`src/rtl/pam_threshold_demod_axis_if.sv`:
```
// Bundles the two streaming interfaces of the PAM demodulator:
//  - sample stream from the frame synchroniser (syn_demod_*)
//  - AXI-Stream word output toward the host FIFO (m_axi_*)
// The "slave" modport is the demodulator's view. It consumes samples and
// produces words. The "master" modport is the surrounding environment.
interface pam_threshold_demod_axis_if #(
  parameter int DATA_W = 12,
  parameter int AXI_W  = 32
);
  logic                 syn_demod_valid;
  logic [DATA_W-1:0]    syn_demod_data;
  logic                 syn_demod_ready;
  logic                 m_axi_tready;
  logic                 m_axi_tvalid;
  logic [AXI_W-1:0]     m_axi_tdata;
  logic [AXI_W/8-1:0]   m_axi_tkeep;
  logic                 m_axi_tlast;

  modport slave (
    input  syn_demod_valid, syn_demod_data, m_axi_tready,
    output syn_demod_ready, m_axi_tvalid, m_axi_tdata, m_axi_tkeep, m_axi_tlast
  );

  modport master (
    output syn_demod_valid, syn_demod_data, m_axi_tready,
    input  syn_demod_ready, m_axi_tvalid, m_axi_tdata, m_axi_tkeep, m_axi_tlast
  );
endinterface

```
`src/rtl/pam_threshold_demod_axis.sv`:
```
// PAM hard-decision demodulator.
// Each frame opens with an ascending pilot ramp of L = 2^PAM_BITS levels.
// Midpoints between adjacent pilots become the L-1 decision thresholds.
// The following FRAME_SYMS samples are sliced against those thresholds.
// Symbols are packed MSB-first into AXI_W-bit words, and each word is
// presented through a single output register with valid/ready flow control.
module pam_threshold_demod_axis #(
  parameter int DATA_W     = 12,
  parameter int PAM_BITS   = 4,
  parameter int FRAME_SYMS = 1024,
  parameter int AXI_W      = 32
) (
  input  logic                         clk,
  input  logic                         rst_n,
  pam_threshold_demod_axis_if.slave    bus,
  output logic                         frame_done,
  output logic [15:0]                  frame_cnt
);

  localparam int L      = 1 << PAM_BITS;
  localparam int NTHR   = L - 1;
  localparam int SPW    = AXI_W / PAM_BITS;
  localparam int SLOT_W = (SPW > 1) ? $clog2(SPW) : 1;
  localparam int SYM_W  = (FRAME_SYMS > 1) ? $clog2(FRAME_SYMS) : 1;

  typedef enum logic [1:0] {
    IDLE  = 2'd0,
    PILOT = 2'd1,
    DATA  = 2'd2
  } state_e;

  state_e                     state_q, state_d;

  logic signed [DATA_W-1:0]   prev_q, prev_d;
  logic signed [DATA_W-1:0]   thr_q [NTHR];
  logic signed [DATA_W-1:0]   thr_d [NTHR];
  logic [PAM_BITS-1:0]        pil_cnt_q, pil_cnt_d;
  logic [SYM_W-1:0]           sym_cnt_q, sym_cnt_d;
  logic [SLOT_W-1:0]          slot_q, slot_d;
  logic [AXI_W-1:0]           pack_q, pack_d;
  logic [AXI_W-1:0]           tdata_q, tdata_d;
  logic                       tvalid_q, tvalid_d;
  logic                       tlast_q, tlast_d;
  logic [15:0]                frame_cnt_q, frame_cnt_d;

  logic signed [DATA_W-1:0]   sample;
  logic signed [DATA_W:0]     pair_sum;
  logic signed [DATA_W-1:0]   pair_avg;
  logic [PAM_BITS-1:0]        symbol;
  logic [AXI_W-1:0]           next_word;
  logic                       syn_ready;
  logic                       accept;
  logic                       handshake;
  logic                       pilot_last;
  logic                       word_done;
  logic                       frame_end;

  assign sample = bus.syn_demod_data;

  // Handshake and position decodes shared by the FSM and the datapath.
  always_comb begin
    pilot_last = &pil_cnt_q;
    word_done  = (slot_q == SLOT_W'(SPW - 1));
    frame_end  = (sym_cnt_q == SYM_W'(FRAME_SYMS - 1));
    handshake  = tvalid_q && bus.m_axi_tready;
    // Only the symbol that would complete a word can be blocked. It needs the
    // output register, and that register is still holding an unaccepted word.
    syn_ready  = !((state_q == DATA) && word_done && tvalid_q && !bus.m_axi_tready);
    accept     = bus.syn_demod_valid && syn_ready;
  end

  // Threshold midpoint is formed one bit wider so the sum cannot overflow,
  // then arithmetically halved and truncated back to the sample width.
  always_comb begin
    pair_sum = {prev_q[DATA_W-1], prev_q} + {sample[DATA_W-1], sample};
    pair_avg = pair_sum[DATA_W:1];
  end

  // Symbol decision: count of thresholds strictly exceeded by the sample.
  always_comb begin
    symbol = '0;
    for (int k = 0; k < NTHR; k++) begin
      if (sample > thr_q[k]) symbol = symbol + 1'b1;
    end
  end

  // State register.
  always_ff @(posedge clk or negedge rst_n) begin
    // NOTE: sequential state is always assigned with <= so every flop samples
    // the pre-edge values, independent of statement order.
    if (!rst_n) state_q <= IDLE;
    else        state_q <= state_d;
  end

  // Next-state logic: frame walks IDLE -> PILOT -> DATA -> IDLE on accepts only.
  always_comb begin
    state_d = state_q;
    unique case (state_q)
      IDLE:    if (accept)               state_d = PILOT;
      PILOT:   if (accept && pilot_last) state_d = DATA;
      DATA:    if (accept && frame_end)  state_d = IDLE;
      default:                           state_d = IDLE;
    endcase
  end

  // Datapath and output next-values: threshold capture, slicing, packing, output register.
  always_comb begin
    // NOTE: every signal driven here gets a default first, so no path leaves
    // one unassigned and no latch is inferred.
    prev_d      = prev_q;
    thr_d       = thr_q;
    pil_cnt_d   = pil_cnt_q;
    sym_cnt_d   = sym_cnt_q;
    slot_d      = slot_q;
    pack_d      = pack_q;
    tdata_d     = tdata_q;
    tlast_d     = tlast_q;
    tvalid_d    = tvalid_q;
    next_word   = pack_q;

    // A consumed word frees the register. A word loaded below in the same
    // cycle sets valid again, so back-to-back words see no bubble.
    if (handshake) tvalid_d = 1'b0;

    for (int n = 0; n < SPW; n++) begin
      if (slot_q == SLOT_W'(n)) next_word[AXI_W-1-n*PAM_BITS -: PAM_BITS] = symbol;
    end

    unique case (state_q)
      IDLE: begin
        if (accept) begin
          prev_d    = sample;
          pil_cnt_d = PAM_BITS'(1);
        end
      end
      PILOT: begin
        if (accept) begin
          for (int k = 0; k < NTHR; k++) begin
            if (k == int'(pil_cnt_q) - 1) thr_d[k] = pair_avg;
          end
          prev_d    = sample;
          pil_cnt_d = pil_cnt_q + 1'b1;
        end
      end
      DATA: begin
        if (accept) begin
          sym_cnt_d = frame_end ? '0 : sym_cnt_q + 1'b1;
          if (word_done) begin
            slot_d   = '0;
            pack_d   = '0;
            tdata_d  = next_word;
            tlast_d  = frame_end;
            tvalid_d = 1'b1;
          end else begin
            slot_d = slot_q + 1'b1;
            pack_d = next_word;
          end
        end
      end
      default: ;
    endcase

    frame_cnt_d = frame_cnt_q + {15'd0, handshake && tlast_q};
  end

  // Datapath registers.
  always_ff @(posedge clk or negedge rst_n) begin
    if (!rst_n) begin
      prev_q      <= '0;
      // NOTE: the threshold file is only L-1 words of flops, not a RAM. Its
      // reset to 0 is intended, so a frame aborted mid-pilot never slices
      // against stale values.
      for (int k = 0; k < NTHR; k++) thr_q[k] <= '0;
      pil_cnt_q   <= '0;
      sym_cnt_q   <= '0;
      slot_q      <= '0;
      pack_q      <= '0;
      tdata_q     <= '0;
      tvalid_q    <= 1'b0;
      tlast_q     <= 1'b0;
      frame_cnt_q <= '0;
    end else begin
      prev_q      <= prev_d;
      thr_q       <= thr_d;
      pil_cnt_q   <= pil_cnt_d;
      sym_cnt_q   <= sym_cnt_d;
      slot_q      <= slot_d;
      pack_q      <= pack_d;
      tdata_q     <= tdata_d;
      tvalid_q    <= tvalid_d;
      tlast_q     <= tlast_d;
      frame_cnt_q <= frame_cnt_d;
    end
  end

  // Output drive.
  always_comb begin
    bus.syn_demod_ready = syn_ready;
    bus.m_axi_tvalid    = tvalid_q;
    bus.m_axi_tdata     = tdata_q;
    bus.m_axi_tkeep     = '1;
    bus.m_axi_tlast     = tlast_q;
    frame_done          = handshake && tlast_q;
    frame_cnt           = frame_cnt_q;
  end

endmodule

```
`src/flat_wrapper.sv`:
```
// flat-port wrapper written by rule: the top's interface ports become plain ports
module pam_threshold_demod_axis_flat 
#(
  parameter int DATA_W     = 12,
  parameter int PAM_BITS   = 4,
  parameter int FRAME_SYMS = 1024,
  parameter int AXI_W      = 32
)
  (clk, rst_n, frame_done, frame_cnt, bus_syn_demod_valid, bus_syn_demod_data, bus_m_axi_tready, bus_syn_demod_ready, bus_m_axi_tvalid, bus_m_axi_tdata, bus_m_axi_tkeep, bus_m_axi_tlast);
  pam_threshold_demod_axis_if #(.DATA_W(DATA_W), .AXI_W(AXI_W)) bus_i ();
  input  logic clk;
  input  logic rst_n;
  output logic frame_done;
  output logic [15:0] frame_cnt;
  input wire logic [$bits(bus_i.syn_demod_valid)-1:0] bus_syn_demod_valid;
  input wire logic [$bits(bus_i.syn_demod_data)-1:0] bus_syn_demod_data;
  input wire logic [$bits(bus_i.m_axi_tready)-1:0] bus_m_axi_tready;
  output wire logic [$bits(bus_i.syn_demod_ready)-1:0] bus_syn_demod_ready;
  output wire logic [$bits(bus_i.m_axi_tvalid)-1:0] bus_m_axi_tvalid;
  output wire logic [$bits(bus_i.m_axi_tdata)-1:0] bus_m_axi_tdata;
  output wire logic [$bits(bus_i.m_axi_tkeep)-1:0] bus_m_axi_tkeep;
  output wire logic [$bits(bus_i.m_axi_tlast)-1:0] bus_m_axi_tlast;
  assign bus_i.syn_demod_valid = bus_syn_demod_valid;
  assign bus_i.syn_demod_data = bus_syn_demod_data;
  assign bus_i.m_axi_tready = bus_m_axi_tready;
  assign bus_syn_demod_ready = bus_i.syn_demod_ready;
  assign bus_m_axi_tvalid = bus_i.m_axi_tvalid;
  assign bus_m_axi_tdata = bus_i.m_axi_tdata;
  assign bus_m_axi_tkeep = bus_i.m_axi_tkeep;
  assign bus_m_axi_tlast = bus_i.m_axi_tlast;
  pam_threshold_demod_axis #(.DATA_W(DATA_W), .PAM_BITS(PAM_BITS), .FRAME_SYMS(FRAME_SYMS), .AXI_W(AXI_W)) u_core (.clk(clk), .rst_n(rst_n), .bus(bus_i), .frame_done(frame_done), .frame_cnt(frame_cnt));
endmodule
```
`config.mk`:
```
export PLATFORM = sky130hd
export DESIGN_NAME = pam_threshold_demod_axis_flat
export DESIGN_NICKNAME = d
export VERILOG_FILES = /design/src/rtl/pam_threshold_demod_axis_if.sv /design/src/rtl/pam_threshold_demod_axis.sv /design/src/flat_wrapper.sv
export SDC_FILE = /design/constraint.sdc
export NUM_CORES = 1
export LEC_CHECK = 0
export CORE_MARGIN = 10
export CORE_UTILIZATION = 50
export DETAILED_ROUTE_END_ITERATION = 16
export PLACE_DENSITY = 0.71
export SLEW_MARGIN = 20
export SYNTH_ARGS = -nofsm -noshare
export SYNTH_HDL_FRONTEND = slang
export SYNTH_SLANG_ARGS = --single-unit
```
`constraint.sdc`:
```
create_clock -name clk -period 29.3 [get_ports clk]
set_input_delay 5.86 -clock clk [delete_from_list [all_inputs] [get_ports clk]]
set_output_delay 5.86 -clock clk [all_outputs]
set_load 0.01 [all_outputs]
```
[Word level (Yosys, flattened, before mapping)]
Index checks and enable logic that the tools add are counted.
Storage, ports and cells
  bits in registers: 293
  input port bits: 16
  output and inout port bits: 56
  logic and storage cells: 161
Operators by class
  $add $sub $neg: 20
  magnitude comparators: 15
  eq/ne operators: 28
  mux-type cells: 37
  reduce and logical (&&, ||, !) cells: 36
Operator list (count)
  $eq A5 B32 Y1 const A: 7
  $gt A12 B12 Y1: 15
  $eq A4 B32 Y1 const A: 4
  $mux W4: 24
  $eq A3 B32 Y1 const A: 2
  $add A4 B1 Y4 const B: 14
  $reduce_and A3 Y1: 18
  $eq A2 B32 Y1 const A: 1
  $logic_not A32 Y1: 1
  $mux W32: 1
  $add A16 B1 Y16: 1
  $add A12 B12 Y13: 1
  $eq A3 B3 Y1 const B: 4
  $add A10 B1 Y10 const B: 1
  $eq A10 B10 Y1 const B: 1
  $mux W10: 1
  $logic_and A1 B1 Y1: 8
  $pmux W4 S2: 1
  $eq A3 B2 Y1 const B: 2
  $mux W2: 3
  $ne A2 B1 Y1 const B: 3
  $pmux W2 S3: 1
  $mux W1: 5
  $sub A4 B1 Y5 const B: 1
  other kinds (14): 16

[Longest topological paths before layout]
Gate-level depths: netlist (run 1).
  depth after elaboration: 32
  mapped depth: 51
  depth with buffers taken out: 50

[Least setup slack after synthesis (run 1)]
Ideal clock, no wire load.
  kind: input port to flip-flop
  start point: input port bus_syn_demod_data[0]
  end point: register u_core.pack_q[21]
  setup time: 121 ps
  arrival: 14566 ps
  required time: 29179 ps
  setup slack: 14613 ps
  stages: 46
  path buffers: 1
  path through: inv_1 > ha_1 > nor2b_1 > o211ai_1 > a21oi_1 > nor3_1 > a211o_1 > inv_1 > ha_1 > or3_1 > a31o_2 > o221ai_2 > ha_1 > nor3_1 > o31ai_1 > o31ai_1 > xnor2_1 > nor2_1 > [... 10 more ...] > or2_2 > ha_1 > nand2b_1 > nor3_1 > o41a_1 > a2111oi_4 > o31ai_1 > inv_1 > ha_1 > mux2_2 > a21o_1 > a21bo_2 > o211ai_1 > ha_1 > mux2i_1 > clkbuf_1 > nor2_1 > a22o_1
On the way
  longest elaborated chain between the ends: 32
  elaborated cells on any way between the ends: 46
  those cells by class: add/sub: 14; order compare: 15; mux: 17
Ends and longest elaborated chain
  start: declaration: line flat_wrapper.sv:16  | input wire logic [$bits(bus_i.syn_demod_data)-1:0] bus_syn_demod_data;
  $gt A12 B12 Y1: line pam_threshold_demod_axis.sv:83  | if (sample > thr_q[k]) symbol = symbol + 1'b1;
  $mux W1: line pam_threshold_demod_axis.sv:83
  $add A1 B1 Y2: line pam_threshold_demod_axis.sv:83
  $mux W4: line pam_threshold_demod_axis.sv:83
  $add A4 B1 Y4: line pam_threshold_demod_axis.sv:83
  $mux W4: line pam_threshold_demod_axis.sv:83
  $add A4 B1 Y4: line pam_threshold_demod_axis.sv:83
  $mux W4: line pam_threshold_demod_axis.sv:83
  [... 16 more ...]
  $add A4 B1 Y4: line pam_threshold_demod_axis.sv:83
  $mux W4: line pam_threshold_demod_axis.sv:83
  $add A4 B1 Y4: line pam_threshold_demod_axis.sv:83
  $mux W4: line pam_threshold_demod_axis.sv:83
  $add A4 B1 Y4: line pam_threshold_demod_axis.sv:83
  $mux W4 *: line pam_threshold_demod_axis.sv:83
  $mux W4 *: line pam_threshold_demod_axis.sv:126  | if (slot_q == SLOT_W'(n)) next_word[AXI_W-1-n*PAM_BITS -: PAM_BITS] = symbol;
  $mux W32 *: line pam_threshold_demod_axis.sv:148  | if (word_done) begin
  end signal: assignment: line pam_threshold_demod_axis.sv:188  | pack_q <= pack_d;
  end: declaration: line pam_threshold_demod_axis.sv:40  | logic [AXI_W-1:0] pack_q, pack_d;
Every way passes the cells marked *; elsewhere a longest branch is shown, timed or not.
A chain may end at the register's enable or synchronous reset.

[Final worst setup path (run 1)]
  start point: input port bus_syn_demod_data[9]
  end point: register u_core.pack_q[30]
Same word-level chain as after synthesis.

==> impl_metrics.tcl, run 1 <==
set metrics [dict create \
    async_flop_share_pct 100 \
    rsz0062_at_grt "false" \
    dp_hpwl_um 32800 \
    clk_pin_slew_ns 0.06 \
    max-slew-margin-rel_pct 22.5 \
    slowest_delay_ns 0.56 \
    wl_um 48600 \
    io_pins 72 \
    slew_viol_final 0 \
    cts_setup_buffers 0 \
    layout.cells.non_filler 2606 \
    ys.warnings.count 0 \
    worstSkewPairLatency_ns 0.54 \
    die_x_um 213 \
    root_buffer "clkbuf_16" \
    cts.htree.levels 2 \
    final_nets 2350 \
    vias 14900 \
    place_ws_ns 12.22 \
    min_period_over_period_pct 55.9 \
    critPathSlowestCell "xnor2_2" \
    ant_nets 0 \
    final.setup.worst_slack_ns 12.92 \
    ys_ff_latch 289 \
    post-route-min-period_ns 16.38 \
    dpl-instance-area_um2 19900 \
    io_buffers 67 \
    fp.dieH_um 213 \
    yosysSeqAreaShare_pct 38.8 \
    vias_per_cell 5.72 \
    setup_violations 0 \
    crit_required_ns 29.77 \
    cp_max_fo 17 \
    cts_buffers 35 \
    hold_buffers 0 \
    grt_overflow 0 \
    area_growth_pct 13.2 \
    fmax_mhz 61.0 \
    synth.top_cells.by_area "dfrtp_1, ha_1, nand2_1" \
    yosysTopAreaCell "dfrtp_1" \
    maxCapViolCount 0 \
    final_layout_size_suffix_gt1_share_pct 8.28 \
    core_area_um2 36700 \
    synth_cells 2050 \
    setup-tns-final_ns 0 \
    ctsResizeCount 0 \
    fill_cells 3173 \
    clock_path_buffers 3 \
    avgRoutedWirePerCell_um 18.7 \
    grt_pass1_vias 15000 \
    hold_path.class "flip-flop to flip-flop" \
    ys_types 88 \
    drc_errors 0 \
    grt_max_degree 84 \
    firstDrtPassIters 6 \
    synth_edf_count 0 \
    track_usage_pct 21.6 \
    timing_hold_violations_final 0 \
    status "complete, no violations" \
    cts_tree "done" \
    grt_pass1_wl_um 78100 \
    start_kind "primary input" \
    crit_type "primary input to flip-flop" \
    drt_iter0_markers 1014 \
    synthFlopType "dfrtp_1" \
    finalWeightedCongestion 0.921 \
    dieArea_um2 45400 \
    rows 70 \
    cp-end-kind "flip-flop" \
    n_antenna_cell 0 \
    worst_pin_slew_ns 1.15 \
    antenna_found_initial 0 \
    clock_sinks 289 \
    syn_area_um2 18700 \
    cpMostUsedCell "ha_1" \
    final_cell_area_um2 21100 \
    yosysTopAreaCellShare_pct 38.8 \
    critical_path_arrival_ns 16.86 \
    fin_skew_ns 0.0128 \
    dp_cells 2545 \
    start_util_pct 50.8 \
    synth.avg_cell_area_um2 9.10 \
]
[logic make-up after synthesis]
family                     after synthesis  synth area share, %
other                                    1               0.0201
and+or+nand+nor                        624                 15.8
DFF                                    289                 38.8
adders and majority gates              220                 14.8
muxes                                   77                 4.35
buffers and inverters                  302                 6.21
xor gates and xnor gates                78                 4.47
AOI/OAI and AO/OA                      459                 15.6
[layout make-up]
cell class                      instances  area, um2  area share (%)
Multi-Input combinational cell       1462      10300            48.7
Sequential cell                       289       7230            34.2
Clock buffer                           51       1080            5.11
Timing Repair Buffer                  104        957            4.53
Inverter                              222        833            3.95
Tap cell                              468        586            2.77
Clock inverter                         10        135           0.640
[worst paths after layout]
check	startpoint	endpoint	slack, ns	cells after the start
worst min register to register	u_core.frame_cnt[15]	u_core.frame_cnt[15]	0.48	1
min in group asynchronous	rst_n	u_core.frame_cnt[15]	5.28	1
worst min-delay path	u_core.frame_cnt[15]	u_core.frame_cnt[15]	0.48	1
worst max-delay path	bus_syn_demod_data[9]	u_core.pack_q[30]	12.92	48
worst max register to register	u_core.thr_q[165]	u_core.pack_q[30]	18.65	47
max in group asynchronous	rst_n	u_core.thr_q[124]	21.78	3
[synth_stat cells, drive strengths merged (11+ instances only)]
master,n
nand2b,18
nor4,11
mux2i,45
nand3,58
inv,222
and3,13
a21oi,90
ha,219
o21ai,205
o211ai,14
nand4,40
xnor2,53
xor2,21
nor2b,25
a211oi,12
clkbuf,72
mux2,32
nor2,111
o31ai,17
nand2,270
dfrtp,289
nor3,28
a31oi,11
a22oi,11
o21a,23
[critical path, delay by kind of cell]
| kind | cells | cell delay, ns |
|---|---|---|
| AOI/OAI and AO/OA | 17 | 3.95 |
| adders and majority gates | 8 | 2.33 |
| and+or+nand+nor | 12 | 2.03 |
| xor gates and xnor gates | 4 | 1.07 |
| buffers and inverters | 5 | 1.03 |
| muxes | 2 | 0.54 |
[sequential cells by signal, summed over array words and instances (netlist names)]
signal and flops:
u_core.pil_cnt_q 4, u_core.pack_q 28, u_core.bus.m_axi_tlast 1, u_core.bus.m_axi_tvalid 1, u_core.slot_q 3, u_core.thr_q 180, u_core.prev_q 12, u_core.frame_cnt 16
u_core.sym_cnt_q 10, u_core.bus.m_axi_tdata 32, u_core.state_q 2
[metrics by stage]
stage | hold slack (ns) | utilization (%)
after CTS | 0.477 | 57.5
after global routing | 0.497 | 57.5
after global placement | 0.455 | 54.2
after detailed placement | 0.464 | 54.2
after floorplan | 0.441 | -
final | 0.476 | 57.5
[routing by layer]
metal | up-vias | GRT usage [%] | routed length [um]
met5 | - | 0 | 0
met4 | 0 | 9.95 | 2050
met3 | 127 | 3.80 | 2950
met2 | 453 | 36.4 | 22900
met1 | 7099 | 26.4 | 20700
li1 | 7231 | - | -
[cell usage in the layout (no fill, tap or decap), drive strengths merged, types with 11 or more instances in the layout]
cell type        n
mux2            32
clkbuf          51
dfrtp          289
mux2i           45
nor2           111
o31ai           17
inv            222
nand3           58
clkdlybuf4s50   66
a211oi          12
nand4           40
xor2            21
a31oi           11
a21oi           90
and3            13
nand2          270
nand2b          18
nor3            28
o211ai          14
o21ai          205
a22oi           11
nor4            11
xnor2           53
nor2b           25
buf             38
ha             219
o21a            23
Power of run 1 is not shown: default switching activity piles up to over one toggle a cycle in this logic, so the estimate is an artifact.
==> run 2: changes to the inputs <==
Clock period 29.3 ns to 17.1 ns, I/O delays scaled along.
==> impl_metrics.tcl, run 2 (same netlist as run 1, synthesis figures left out) <==
set metrics [dict create \
    status "complete, no violations" \
    r2r-end "u_core.pack_q[11]" \
    clock_path_buffers 3 \
    dpl-instance-area_um2 19900 \
    grt_overflow 0 \
    r2r-start "u_core.thr_q[165]" \
    setup_violations 0 \
    critical_path_arrival_ns 14.45 \
    worst_pin_slew_ns 1.18 \
    rsz0062_at_grt "false" \
    avgRoutedWirePerCell_um 18.7 \
    cp_max_fo 15 \
    ant_nets 0 \
    fp.dieH_um 213 \
    cts_buffers 35 \
    layout_common_cells "dfrtp_1, nand2_1, inv_1" \
    fmax_mhz 71.3 \
    hold_buffers 0 \
    post-route-min-period_ns 14.02 \
    cts_setup_buffers 0 \
    die_x_um 213 \
    top_register "u_core.thr_q" \
    setup-tns-final_ns 0 \
    hold_path_end "u_core.frame_cnt[15]" \
    vias_per_cell 5.73 \
    start_kind "primary input" \
    grt_max_degree 84 \
    min_period_over_period_pct 82.0 \
    worstSkewPairLatency_ns 0.54 \
    root_buffer "clkbuf_16" \
    crit_type "primary input to flip-flop" \
    max-slew-margin-rel_pct 20.7 \
    final_layout_size_suffix_gt1_share_pct 8.13 \
    crit_family "compound AO/OA/AOI/OAI gates" \
    clock_sinks 289 \
    rows 70 \
    vias 14900 \
    dp_hpwl_um 33500 \
    wl_um 48800 \
    layout_commonest_cell "dfrtp_1" \
    crit_required_ns 17.53 \
    start_util_pct 50.8 \
    crit_buf_inv 4 \
    layout.cells.non_filler 2608 \
    seq_area_um2 7230 \
    core_area_um2 36700 \
    dieArea_um2 45400 \
    clk_pin_slew_ns 0.06 \
    io_pins 72 \
    firstDrtPassIters 5 \
    final_cell_area_um2 21100 \
    grt_pass1_wl_um 78800 \
    antenna_found_initial 0 \
    finalWeightedCongestion 0.924 \
    cpMostUsedCell "ha_1" \
    n_antenna_cell 0 \
    holdPathStages 1 \
    hold_start "u_core.frame_cnt[15]" \
    io_buffers 67 \
    fin_skew_ns 0.0173 \
    ctsResizeCount 0 \
    maxCapViolCount 0 \
    final_nets 2350 \
    dp_cells 2545 \
    rr_worst_depth 45 \
    timing_hold_violations_final 0 \
    area_growth_pct 12.9 \
    cts.htree.levels 2 \
    hold_path.class "flip-flop to flip-flop" \
    multi_input_area_um2 10300 \
    critPathSlowestCell "clkdlybuf4s50_1" \
    largest_register_ffs 180 \
    cp-end-kind "flip-flop" \
    slew_viol_final 0 \
    track_usage_pct 21.8 \
    drc_errors 0 \
    reg2reg_slack_ns 6.60 \
    fill_cells 3195 \
    drt_iter0_markers 1164 \
    slowest_delay_ns 0.99 \
    grt_pass1_vias 14700 \
    cts_tree "done" \
]
==> run 2: changes by cell type in the layout (fill, tap and decap cells not counted) <==
cell	change
clkbuf_1	+4
clkinvlp_4	-4
clkbuf_8	-2
clkinv_2	+2
clkinv_4	+2
bufinv_16	-1
clkbuf_16	-1
clkinv_8	+1
inv_6	+1
xor2_1	+1
xor2_2	-1
==> run 2: metrics by stage <==
stage               hold WS, ns  utilization, %  worst slack (ns)
global route              0.495            57.4              2.40
floorplan                 0.441               -              4.85
CTS                       0.478            57.4              2.93
finish                    0.473            57.4              3.08
detailed placement        0.464            54.2              2.38
global placement          0.455            54.2              2.74
==> run 2: cell type report <==
type	count	area share (%)
inverters	222	3.96
clock inverters	11	0.606
well taps	468	2.78
clock buffers	52	4.94
repair buffers	104	4.54
flip-flops and latches	289	34.3
multi-input cells	1462	48.8
==> run 2: worst max-delay path by stage <==
stage / start / to / slack, ns / cells after the start
6_report: bus_syn_demod_data[5] / u_core.pack_q[11] / 3.08 / 45
5_1_grt: bus_syn_demod_data[5] / u_core.pack_q[11] / 2.40 / 45
4_1_cts: bus_syn_demod_data[5] / u_core.pack_q[30] / 2.93 / 47
3_5_place_dp: bus_syn_demod_data[5] / u_core.pack_q[30] / 2.38 / 47
3_3_place_gp: bus_syn_demod_data[5] / u_core.pack_q[22] / 2.74 / 47
2_1_floorplan: bus_syn_demod_data[0] / u_core.pack_q[21] / 4.85 / 46
==> run 2: per-layer routing <==
layer / vias up / GRT usage, % / share of wire [%]
met5: - / 0 / 0
met4: 0 / 7.85 / 3.4
met3: 106 / 4.08 / 6.3
met2: 418 / 36.2 / 47
met1: 7164 / 27.9 / 43
li1: 7245 / - / -
==> run 2: worst register-to-register path: cells and delay by family (launching register included) <==
kind	cells	cell delay, ns
mux	2	0.54
flops	1	0.35
compound gates	18	4.73
buf+inv	4	0.31
xor+xnor	3	0.71
simple gates	11	1.74
fa+ha+maj	7	2.08
Power of run 2 is left out for the same reason.
==> run 3: changes to the inputs <==
Clock period 17.1 ns to 13.64 ns, I/O delays scaled along.
==> impl_metrics.tcl, run 3 (same netlist as run 1, synthesis figures left out) <==
set metrics [dict create \
    start_kind "primary input" \
    area_growth_pct 13.6 \
    fin_skew_ns 0.0127 \
    status "complete, no violations" \
    max-slew-margin-rel_pct 22.4 \
    final_layout_size_suffix_gt1_share_pct 8.55 \
    dieArea_um2 45400 \
    largest_register_ffs 180 \
    rows 70 \
    avgRoutedWirePerCell_um 18.6 \
    n_antenna_cell 0 \
    io_buffers 67 \
    final_cell_area_um2 21200 \
    grt_pass1_vias 14700 \
    ctsResizeCount 0 \
    critPathSlowestCell "clkdlybuf4s50_1" \
    min_period_over_period_pct 93.5 \
    clk_pin_slew_ns 0.06 \
    cts_buffers 35 \
    cts.htree.levels 2 \
    core_area_um2 36700 \
    root_buffer "clkbuf_16" \
    dpl-instance-area_um2 19900 \
    track_usage_pct 21.5 \
    cts_tree "done" \
    setup_violations 0 \
    die_x_um 213 \
    setup-tns-final_ns 0 \
    cpMostUsedCell "ha_1" \
    grt_overflow 0 \
    fp.dieH_um 213 \
    firstDrtPassIters 5 \
    crit_required_ns 14.12 \
    grt_pass1_wl_um 78000 \
    fmax_mhz 78.4 \
    antenna_found_initial 0 \
    holdWs_ns 0.476 \
    cp_max_fo 13 \
    vias 15000 \
    finalWeightedCongestion 0.921 \
    dp_hpwl_um 33500 \
    timing_hold_violations_final 0 \
    crit_type "primary input to flip-flop" \
    final_nets 2351 \
    top_register "u_core.thr_q" \
    ant_nets 0 \
    hold_buffers 0 \
    hold_path.class "flip-flop to flip-flop" \
    clock_path_buffers 3 \
    layout_commonest_cell "dfrtp_1" \
    seq_area_um2 7230 \
    maxCapViolCount 0 \
    multi_input_area_um2 10300 \
    slowest_delay_ns 0.70 \
    start_util_pct 50.8 \
    cts_setup_buffers 0 \
    drc_errors 0 \
    worstSkewPairLatency_ns 0.54 \
    layout_common_cells "dfrtp_1, nand2_1, inv_1" \
    drt_iter0_markers 899 \
    final_util_pct 57.7 \
    wl_um 48400 \
    worst_pin_slew_ns 1.16 \
    fill_cells 3162 \
    critical_path_arrival_ns 13.23 \
    cp-end-kind "flip-flop" \
    rsz0062_at_grt "false" \
    vias_per_cell 5.74 \
    grt_max_degree 176 \
    clock_sinks 289 \
    slew_viol_final 0 \
    io_pins 72 \
    post-route-min-period_ns 12.75 \
]
## run 3: cell types whose count changed in the layout (fill, tap and decap cells not counted), sizes merged
cell | previous run | this run
bufinv | 2 | 7
clkinv | 8 | 11
clkbuf | 52 | 41
clkinvlp | 0 | 2
inv | 223 | 224
buf | 38 | 39
## run 3: critical path, delay by kind of cell
family,cells,cell delay (ns)
AOI/OAI and AO/OA,16,3.66
xor gates and xnor gates,4,0.65
adders and majority gates,8,2.35
buffers and inverters,5,1.21
muxes,2,0.54
and+or+nand+nor,13,2.05
## run 3: metal layers
layer	vias up	wire length [um]	global-route usage [%]
li1	7254	-	-
met1	7207	21100	27.5
met2	424	22800	36.3
met3	97	2960	3.33
met4	0	1590	7.82
met5	-	0	0
## run 3: layout make-up
type                    instances  share of cell area (%)
clock buffers                  41                    4.53
repair buffers                105                    4.59
inverters                     222                    3.93
well taps                     468                    2.76
clock inverters                22                    1.42
flip-flops and latches        289                    34.1
multi-input cells            1462                    48.6
## run 3: path summary, 6_finish.rpt
| check | cells past startpoint | startpoint | slack, ns | end |
|---|---|---|---|---|
| worst max-delay path | 48 | bus_syn_demod_data[1] | 0.89 | u_core.pack_q[30] |
| worst min-delay path | 2 | u_core.pack_q[18] | 0.48 | u_core.pack_q[18] |
| worst max register to register | 48 | u_core.thr_q[165] | 3.30 | u_core.pack_q[30] |
| worst min register to register | 2 | u_core.pack_q[18] | 0.48 | u_core.pack_q[18] |
| max in group asynchronous | 2 | rst_n | 9.95 | u_core.thr_q[123] |
| min in group asynchronous | 1 | rst_n | 2.21 | u_core.thr_q[129] |
## run 3: stage by stage
step / cells / setup slack, ns
floorplan: 2053 / 2.09
global placement: 2546 / 0.704
detailed placement: 2546 / 0.336
CTS: 2609 / 0.877
global route: 2609 / 0.187
finish: 2609 / 0.886
Power of run 3 is left out for the same reason.
